**src/rtl/stopwatch_pkg.sv**
```systemverilog
// Shared types and constants for the stopwatch core.
// The LAP state exists only when STOPWATCH_LAP_EN is defined.
package stopwatch_pkg;

  localparam int unsigned DigitW = 4;

  localparam int unsigned CsUMod  = 10;
  localparam int unsigned CsTMod  = 10;
  localparam int unsigned SecUMod = 10;
  localparam int unsigned SecTMod = 6;
  localparam int unsigned MinUMod = 10;
  localparam int unsigned MinTMod = 10;

  // Each cs_f transition represents this many milliseconds.
  localparam int unsigned TickMs = 10;

`ifdef STOPWATCH_LAP_EN
  typedef enum logic [1:0] {StIdle, StRun, StPause, StLap} sw_state_e;
`else
  typedef enum logic [1:0] {StIdle, StRun, StPause} sw_state_e;
`endif

  typedef struct packed {
    logic [DigitW-1:0] min_t;
    logic [DigitW-1:0] min_u;
    logic [DigitW-1:0] sec_t;
    logic [DigitW-1:0] sec_u;
    logic [DigitW-1:0] cs_t;
    logic [DigitW-1:0] cs_u;
  } bcd_time_t;

  localparam bcd_time_t ZeroTime = '0;

  function automatic bcd_time_t max_time(input int unsigned max_min);
    bcd_time_t t;
    t.min_t = DigitW'(max_min / 10);
    t.min_u = DigitW'(max_min % 10);
    t.sec_t = DigitW'(SecTMod - 1);
    t.sec_u = DigitW'(SecUMod - 1);
    t.cs_t  = DigitW'(CsTMod - 1);
    t.cs_u  = DigitW'(CsUMod - 1);
    return t;
  endfunction

endpackage

```
**src/rtl/bcd_digit_counter.sv**
```systemverilog
// Single BCD digit: counts 0..Modulus-1 on en, carry is combinational so
// carries ripple through a digit chain within one cycle.
module bcd_digit_counter
  import stopwatch_pkg::*;
#(
  parameter int unsigned Modulus = 10
) (
  input  logic              clk,
  input  logic              rst,
  input  logic              clr,
  input  logic              en,
  output logic [DigitW-1:0] q,
  output logic              carry
);

  localparam logic [DigitW-1:0] Last = DigitW'(Modulus - 1);

  logic [DigitW-1:0] cnt_q, cnt_d;

  assign carry = en && (cnt_q == Last);
  assign q     = cnt_q;

  always_comb begin
    cnt_d = cnt_q;
    if (clr) begin
      cnt_d = '0;
    end else if (en) begin
      cnt_d = carry ? '0 : cnt_q + 1'b1;
    end
  end

  always_ff @(posedge clk) begin
    if (rst) begin
      cnt_q <= '0;
    end else begin
      cnt_q <= cnt_d;
    end
  end

endmodule

```
**src/rtl/stopwatch_core.sv**
```systemverilog
// Stopwatch: MM:SS.cc BCD count driven by a 10 ms toggle, start/stop and lap buttons.
// Optional lap capture/display enabled by defining STOPWATCH_LAP_EN.
module stopwatch_core
  import stopwatch_pkg::*;
#(
  parameter int unsigned MAX_MIN  = 59,
  parameter bit          DBG_HOLD = 1'b0
) (
  input  logic              clk,
  input  logic              rst,
  input  logic              cs_f,
  input  logic              start_stop,
  input  logic              lap_btn,
  output logic [DigitW-1:0] min_t,
  output logic [DigitW-1:0] min_u,
  output logic [DigitW-1:0] sec_t,
  output logic [DigitW-1:0] sec_u,
  output logic [DigitW-1:0] cs_t,
  output logic [DigitW-1:0] cs_u,
  output logic              running,
  output logic              ovf
);

  localparam bcd_time_t MaxTime = max_time(MAX_MIN);

  logic cs_f_q, start_stop_q, lap_btn_q;
  logic tick, ss_cmd, lap_cmd;

  sw_state_e state_q, state_d;
  logic      clr_live;
  logic      count_en, hold, wrap, cnt_clr;
  logic      ovf_q;

  bcd_time_t live, shown, disp_q;
  logic      c_cs_u, c_cs_t, c_sec_u, c_sec_t, c_min_u, c_min_t;

  // Sample registers always track inputs, so release from reset never sees an edge.
  always_ff @(posedge clk) begin
    cs_f_q       <= cs_f;
    start_stop_q <= start_stop;
    lap_btn_q    <= lap_btn;
  end

  assign tick    = cs_f ^ cs_f_q;
  assign ss_cmd  = start_stop & ~start_stop_q;
  assign lap_cmd = lap_btn & ~lap_btn_q;

`ifdef STOPWATCH_LAP_EN
  logic      lap_load;
  bcd_time_t lap_q;
  assign running = (state_q == StRun) || (state_q == StLap);
`else
  assign running = (state_q == StRun);
`endif

  assign hold     = DBG_HOLD && (state_q == StRun) && lap_btn;
  assign count_en = tick && running && !hold;

  always_comb begin
    state_d  = state_q;
    clr_live = 1'b0;
`ifdef STOPWATCH_LAP_EN
    lap_load = 1'b0;
`endif
    unique case (state_q)
      StIdle: begin
        if (ss_cmd) state_d = StRun;
      end
      StRun: begin
        if (ss_cmd) begin
          state_d = StPause;
`ifdef STOPWATCH_LAP_EN
        end else if (lap_cmd) begin
          state_d  = StLap;
          lap_load = 1'b1;
`endif
        end
      end
`ifdef STOPWATCH_LAP_EN
      StLap: begin
        if (ss_cmd) begin
          state_d = StPause;
        end else if (lap_cmd) begin
          state_d = StRun;
        end
      end
`endif
      StPause: begin
        if (ss_cmd) begin
          state_d = StRun;
        end else if (lap_cmd) begin
          state_d  = StIdle;
          clr_live = 1'b1;
        end
      end
      default: state_d = StIdle;
    endcase
  end

  always_ff @(posedge clk) begin
    if (rst) begin
      state_q <= StIdle;
    end else begin
      state_q <= state_d;
    end
  end

  // A tens-of-minutes rollover is also a wrap, covering MAX_MIN = 99.
  assign wrap    = (count_en && (live == MaxTime)) || c_min_t;
  assign cnt_clr = clr_live || wrap;

  bcd_digit_counter #(.Modulus(CsUMod)) u_cs_u (
    .clk   (clk),
    .rst   (rst),
    .clr   (cnt_clr),
    .en    (count_en),
    .q     (live.cs_u),
    .carry (c_cs_u)
  );

  bcd_digit_counter #(.Modulus(CsTMod)) u_cs_t (
    .clk   (clk),
    .rst   (rst),
    .clr   (cnt_clr),
    .en    (c_cs_u),
    .q     (live.cs_t),
    .carry (c_cs_t)
  );

  bcd_digit_counter #(.Modulus(SecUMod)) u_sec_u (
    .clk   (clk),
    .rst   (rst),
    .clr   (cnt_clr),
    .en    (c_cs_t),
    .q     (live.sec_u),
    .carry (c_sec_u)
  );

  bcd_digit_counter #(.Modulus(SecTMod)) u_sec_t (
    .clk   (clk),
    .rst   (rst),
    .clr   (cnt_clr),
    .en    (c_sec_u),
    .q     (live.sec_t),
    .carry (c_sec_t)
  );

  bcd_digit_counter #(.Modulus(MinUMod)) u_min_u (
    .clk   (clk),
    .rst   (rst),
    .clr   (cnt_clr),
    .en    (c_sec_t),
    .q     (live.min_u),
    .carry (c_min_u)
  );

  bcd_digit_counter #(.Modulus(MinTMod)) u_min_t (
    .clk   (clk),
    .rst   (rst),
    .clr   (cnt_clr),
    .en    (c_min_u),
    .q     (live.min_t),
    .carry (c_min_t)
  );

  always_ff @(posedge clk) begin
    if (rst || clr_live) begin
      ovf_q <= 1'b0;
    end else if (wrap) begin
      ovf_q <= 1'b1;
    end
  end

  assign ovf = ovf_q;

`ifdef STOPWATCH_LAP_EN
  // Captures the pre-increment count on the same edge as the lap command.
  always_ff @(posedge clk) begin
    if (rst || clr_live) begin
      lap_q <= ZeroTime;
    end else if (lap_load) begin
      lap_q <= live;
    end
  end
`endif

  always_comb begin
    shown = live;
`ifdef STOPWATCH_LAP_EN
    if (state_q == StLap) shown = lap_q;
`endif
  end

  always_ff @(posedge clk) begin
    if (rst) begin
      disp_q <= ZeroTime;
    end else begin
      disp_q <= shown;
    end
  end

  assign min_t = disp_q.min_t;
  assign min_u = disp_q.min_u;
  assign sec_t = disp_q.sec_t;
  assign sec_u = disp_q.sec_u;
  assign cs_t  = disp_q.cs_t;
  assign cs_u  = disp_q.cs_u;

endmodule

```
**config.mk**
```make
export PLATFORM = sky130hd
export DESIGN_NAME = stopwatch_core
export DESIGN_NICKNAME = d
export VERILOG_FILES = /design/src/rtl/stopwatch_pkg.sv /design/src/rtl/bcd_digit_counter.sv /design/src/rtl/stopwatch_core.sv
export SDC_FILE = /design/constraint.sdc
export NUM_CORES = 1
export LEC_CHECK = 0
export ABC_AREA = 1
export CORE_ASPECT_RATIO = 1.4
export CORE_MARGIN = 5
export CORE_UTILIZATION = 50
export CTS_CLUSTER_SIZE = 12
export DETAILED_ROUTE_END_ITERATION = 16
export PLACE_DENSITY = 0.77
export REMOVE_ABC_BUFFERS = 1
export SETUP_SLACK_MARGIN = 0.3
export SLEW_MARGIN = 10
export SYNTH_ARGS = -nofsm -noshare
export SYNTH_HDL_FRONTEND = slang
export SYNTH_HIERARCHICAL = 1
export SYNTH_SLANG_ARGS = --single-unit
```
**constraint.sdc**
```tcl
create_clock -name clk -period 7.2 [get_ports clk]
set_input_delay 1.08 -clock clk [delete_from_list [all_inputs] [get_ports clk]]
set_output_delay 1.08 -clock clk [all_outputs]
set_load 0.02 [all_outputs]
```
# Yosys cells after proc, flatten, opt, wreduce, memory -nomap -nowiden
# Index checks and enable logic that the tools add are counted.
dict set report totals {
  register_bits 54
  output_inout_bits 26
  inputBits 5
  elab_cells 68
}
dict set report classes {
  reduce_logical 14
  add_sub_neg 6
  n_bitwise 5
  eq_ne 12
  muxes 14
}
# cell n
set op_table {}
lappend op_table {{adder 4 x 1 -> 4 bit (second input constant)} 6}
lappend op_table {{== test 24 x 23 -> 1 bit (second input constant)} 1}
lappend op_table {{2-to-1 mux 4 bit} 6}
lappend op_table {{== test 4 bit (second input constant)} 5}
lappend op_table {{logical AND 1 bit} 8}
lappend op_table {{2-to-1 mux 2 bit} 4}
lappend op_table {{one-hot mux 2 bit (3 select lines)} 1}
lappend op_table {{== test 4 x 3 -> 1 bit (second input constant)} 1}
lappend op_table {{logical OR 1 bit} 3}
lappend op_table {{2-to-1 mux 1 bit} 3}
lappend op_table {{!= test 3 bit (second input constant)} 1}
lappend op_table {{AND reduction 3 bit} 1}
lappend op_table {{AND 1 bit} 2}
lappend op_table {{== test 2 x 1 -> 1 bit (second input constant)} 1}
lappend op_table {{== test 2 bit (second input constant)} 1}
lappend op_table {{logical NOT 2 bit} 1}
lappend op_table {{!= test 2 x 1 -> 1 bit (second input constant)} 1}
lappend op_table {{!= test 2 bit (second input constant)} 1}
lappend op_table {{NOT 1 bit} 2}
lappend op_table {{OR reduction 2 bit} 1}
lappend op_table {{XOR 1 bit} 1}

# Depth between registers and ports, before layout
dict set report logic_depth {
  depth_word 11
  mapped_depth 21
  ltp_nobuf 21
}

# Hierarchy
# Netlist, hierarchy kept.
# module cells_each area_per_inst_um2 seq_area_each_um2 n_inst
set by_module_without_submodules {}
lappend by_module_without_submodules {{bcd_digit_counter at u_cs_t ...} 33 225.2 80.1 5}
lappend by_module_without_submodules {stopwatch_core 132 1018.5 600.6 1}
lappend by_module_without_submodules {{bcd_digit_counter at u_sec_t} 31 217.7 80.1 1}

# Least setup slack after synthesis
# No wires, ideal clock.
dict set report synth_path {
  kind {input port to flip-flop}
  startpoint {input port cs_f}
  endpoint {register u_sec_t.cnt_q[2] (netlist: u_sec_t/q[2])}
  t_arrival_ns 3.454
  required_ns 7.086
  stages 21
  path_slack_ns 3.632
  cell_sequence {inv_1 > nand2_1 > nand3_2 > inv_1 > nand4_1 > inv_1 > nand4_1 > inv_1 > nand4_1 > inv_1 > nand4_1 > inv_1 > nand4_1 > inv_1 > nand4_1 > inv_1 > inv_1 > nand3b_1 > nor2_2 > nand2_1 > nor2_1}
}
dict set report synth_between {
  elab_chain_cells 11
  elab_cells_between_ends 13
  classes_between {1 x mux; 1 x bitwise; 11 x reduce/logical}
}
# element line_no
set synth_lines {}
lappend synth_lines {{from (decl)} stopwatch_core.sv:11} ;# input logic cs_f,
lappend synth_lines {{XOR 1 bit} stopwatch_core.sv:44} ;# assign tick = cs_f ^ cs_f_q;
lappend synth_lines {{logical AND 1 bit} stopwatch_core.sv:57} ;# assign count_en = tick && running && !hold;
lappend synth_lines {{net count_en} stopwatch_core.sv:31} ;# logic count_en, hold, wrap, cnt_clr;
lappend synth_lines {{logical AND 1 bit} bcd_digit_counter.sv:20} ;# assign carry = en && (cnt_q == Last);
lappend synth_lines {{net c_cs_u} stopwatch_core.sv:35} ;# logic c_cs_u, c_cs_t, c_sec_u, c_sec_t, c_min_u, c_min_t;
lappend synth_lines {{logical AND 1 bit} bcd_digit_counter.sv:20}
lappend synth_lines {{net c_cs_t} stopwatch_core.sv:35}
lappend synth_lines {{logical AND 1 bit} bcd_digit_counter.sv:20}
lappend synth_lines {{net c_sec_u} stopwatch_core.sv:35}
lappend synth_lines {{[... 1 more ...]} n/a}
lappend synth_lines {{net c_sec_t} stopwatch_core.sv:35}
lappend synth_lines {{logical AND 1 bit} bcd_digit_counter.sv:20}
lappend synth_lines {{net c_min_u} stopwatch_core.sv:35}
lappend synth_lines {{logical AND 1 bit} bcd_digit_counter.sv:20}
lappend synth_lines {{net c_min_t} stopwatch_core.sv:35}
lappend synth_lines {{logical OR 1 bit} stopwatch_core.sv:109} ;# assign wrap = (count_en && (live == MaxTime)) || c_min_t;
lappend synth_lines {{logical OR 1 bit} stopwatch_core.sv:110} ;# assign cnt_clr = clr_live || wrap;
lappend synth_lines {{net cnt_clr} stopwatch_core.sv:31}
lappend synth_lines {{OR reduction 2 bit (no source line)} n/a}
lappend synth_lines {{to (signal assigned)} bcd_digit_counter.sv:36} ;# cnt_q <= cnt_d;
lappend synth_lines {{to (decl)} bcd_digit_counter.sv:18} ;# logic [DigitW-1:0] cnt_q, cnt_d;
# The timed path passes the listed nets, and every way through them passes these cells.
# A chain may end at the register's enable or synchronous reset.

# Worst setup path after layout
dict set report layout_path {
  startpoint {input port cs_f}
  endpoint {register u_sec_u.cnt_q[2] (netlist: u_sec_u/q[2])}
}
dict set report layout_between {
  elab_chain_cells 11
  elab_cells_between_ends 13
  classes_between {1 x mux; 1 x bitwise; 11 x reduce/logical}
}
# element line_no
set layout_lines {}
lappend layout_lines {{XOR 1 bit} stopwatch_core.sv:44}
lappend layout_lines {{logical AND 1 bit} stopwatch_core.sv:57}
lappend layout_lines {{net count_en} stopwatch_core.sv:31}
lappend layout_lines {{logical AND 1 bit} bcd_digit_counter.sv:20}
lappend layout_lines {{net c_cs_u} stopwatch_core.sv:35}
lappend layout_lines {{logical AND 1 bit} bcd_digit_counter.sv:20}
lappend layout_lines {{net c_cs_t} stopwatch_core.sv:35}
lappend layout_lines {{logical AND 1 bit} bcd_digit_counter.sv:20}
lappend layout_lines {{net c_sec_u} stopwatch_core.sv:35}
lappend layout_lines {{[... 1 more ...]} n/a}
lappend layout_lines {{net c_sec_t} stopwatch_core.sv:35}
lappend layout_lines {{logical AND 1 bit} bcd_digit_counter.sv:20}
lappend layout_lines {{net c_min_u} stopwatch_core.sv:35}
lappend layout_lines {{logical AND 1 bit} bcd_digit_counter.sv:20}
lappend layout_lines {{net c_min_t} stopwatch_core.sv:35}
lappend layout_lines {{logical OR 1 bit} stopwatch_core.sv:109}
lappend layout_lines {{logical OR 1 bit} stopwatch_core.sv:110}
lappend layout_lines {{net cnt_clr} stopwatch_core.sv:31}
lappend layout_lines {{OR reduction 2 bit (no source line)} n/a}
lappend layout_lines {{to (signal assigned)} bcd_digit_counter.sv:36}
lappend layout_lines {{to (decl)} bcd_digit_counter.sv:18}
# The timed path passes the listed nets, and every way through them passes these cells.

==> flow_summary.ini <==
[outcome]
status = finished clean

[clocking]
htreeDepth = 2
postCtsSetupRepairBufs = 0
path_clk_slew_ns = 0.09
cts_made_buffers = 5
hold_buffers = 0
clock_path_buffers = 2
clock_latency_ns = 0.30
cts_tree = built
cts-root-buf = clkbuf_8
cts_sinks = 54
cts_resized = 0

[global_routing]
grt_pass1_vias = 1804
grt_pass1_wl_um = 7270
gr-total-overflow = 0
antenna_found_initial = 0
grt_usage = 0.148
grt_max_degree = 33

[synthesis]
yosys_warnings = 6
synth_cell_types = 18
syn_area_um2 = 2360
synth.avg_cell_area_um2 = 7.20
syn_inst = 328
synth_seq_cells = 54
seq_area_frac_synth = 0.458

[detailed_routing]
route.vias.total = 1952
firstDrtPassIters = 4
routed_wl_um = 4400
via_per_inst = 4.58
detail-route-antenna-nets = 0
drc = 0
wl_per_cell_um = 10.3
drtIter0Drc = 79

[cells_and_area]
areaGrowthSynthToFinish_pct = 20.3
utilization = 0.622
final_common_cell = nand2_1
stdcell_count = 426
num_antenna_cells = 0
stdcell_area_um2 = 2840
mostFrequentLayoutCells = nand2_1, inv_1, nor2_1
layout.nets = 380
drive_above_1_share = 0.0659
nFillCells = 423

[sta]
tightest_slew_ns = 0.381
fin_skew_ns = 0.00490
relSlewSlack = 0.745
rsz0062_at_grt = false
worst_slack_ns = 2.89
tns_ns = 0
post-route-min-period_ns = 4.31
whs_ns = 0.453
fmax_mhz = 232
min_period_over_period = 0.598
hold_viol_final = 0
final-setup-viol-count = 0
maxSlewViolCount = 0

[critical_path]
start_kind = input pin
cp_max_fo = 6
endpoint_kind = flip-flop
critPathKind = in2reg
required_ns = 7.40
cp_data_arrival_time_ns = 4.51

[placement]
place.gp.congestion = 0.821
hpwl_um = 3230
dp_slack_ns = 2.65
postPlaceCellArea_um2 = 2730
dpl.cell_count = 418
numPortBuffers = 30

[power]
irDropWorstVdd_uv = 122
p_per_area_nw_per_um2 = 183
power_leakage_nw = 1.23
power.total_uw = 520

[die]
die_h_um = 91.3
core_um2 = 4570
design.portCount = 31
die_x_um = 68.1
fp.dieArea_um2 = 6220
rows = 29
initial_utilization = 0.517

[job]
maxCapViolCount = 0

[hold_path]
hold_path_class = reg2reg
## kinds of logic (layout without fill, tap and decap cells)
group           count (synthesis)  after routing  share of synthesized area
simple gates                  175            175                      0.318
buf+inv                        71            107                      0.114
flops                          54             54                      0.458
fa+ha+maj                      12             12                     0.0636
compound gates                 10             10                     0.0244
xor+xnor                        6              6                     0.0222
## final timing paths
kind	from	to	slack (ns)	depth (start not counted)
max	cs_f	u_sec_u/q[2]	2.89	22
min reg2reg	state_q[0]	state_q[0]	0.45	1
min	state_q[0]	state_q[0]	0.45	1
max reg2reg	state_q[0]	u_sec_u/q[2]	3.77	21
## flip-flops by register name, indices dropped and copies added, names as in the netlist, 2 cells and up
name	flops
cs_t	4
cs_u	4
min_t	4
min_u	4
sec_t	4
sec_u	4
state_q	2
u_cs_t/q	4
u_cs_u/q	4
u_min_t/q	4
u_min_u/q	4
u_sec_t/q	4
u_sec_u/q	4
## worst max-delay path, stage by stage
cell and delay [ns]:
clkdlybuf4s50_1 0.49, inv_1 0.05, nand2_1 0.07, nand3_2 0.08, inv_1 0.11, nand4_1 0.19
inv_1 0.17, nand4_1 0.17, inv_1 0.16, nand4_1 0.17, inv_1 0.15, nand4_1 0.17
inv_1 0.16, nand4_1 0.18, inv_1 0.17, nand4_1 0.20, inv_1 0.09, inv_1 0.05
nand3b_1 0.29, nor2_2 0.12, nand2_1 0.13, nor2_1 0.06
## cell usage after synthesis
cell,n,area (um^2)
nand3_2,1,10.0
a21oi_1,1,5.00
dfxtp_1,54,1080
inv_1,67,251
o21ai_1,7,35.0
buf_2,3,15.0
nor2_1,60,225
nand3_1,25,125
nand2_1,69,259
ha_1,12,150
nor2_2,12,75.1
nand3b_1,1,7.51
nor2_4,1,11.3
xor2_1,6,52.6
o21bai_1,1,7.51
o211a_1,1,10.0
nand4_1,6,37.5
inv_2,1,3.75
## where the power goes
part,internal (mW),switching [mW]
sequential,0.301,0.00185
clock,0.102,0.0947
combinational,0.00722,0.0130
total,0.410,0.109
## final cells by class
class	count	area, um^2	area share
flip-flops and latches	54	1080	0.380
well taps	62	77.6	0.0273
multi-input cells	203	1010	0.356
repair buffers	31	308	0.108
clock buffers	5	68.8	0.0242
clock inverters	3	40.0	0.0141
inverters	68	255	0.0898
## routing by layer
layer | up-vias | share of wire | track usage
met1 | 867 | 0.44 | 0.157
met5 | - | 0 | 0
met2 | 35 | 0.52 | 0.278
met3 | 5 | 0.033 | 0.0235
li1 | 1045 | - | -
met4 | 0 | 0.013 | 0.0597
No activity file was read; power rests on OpenSTA's default activity.
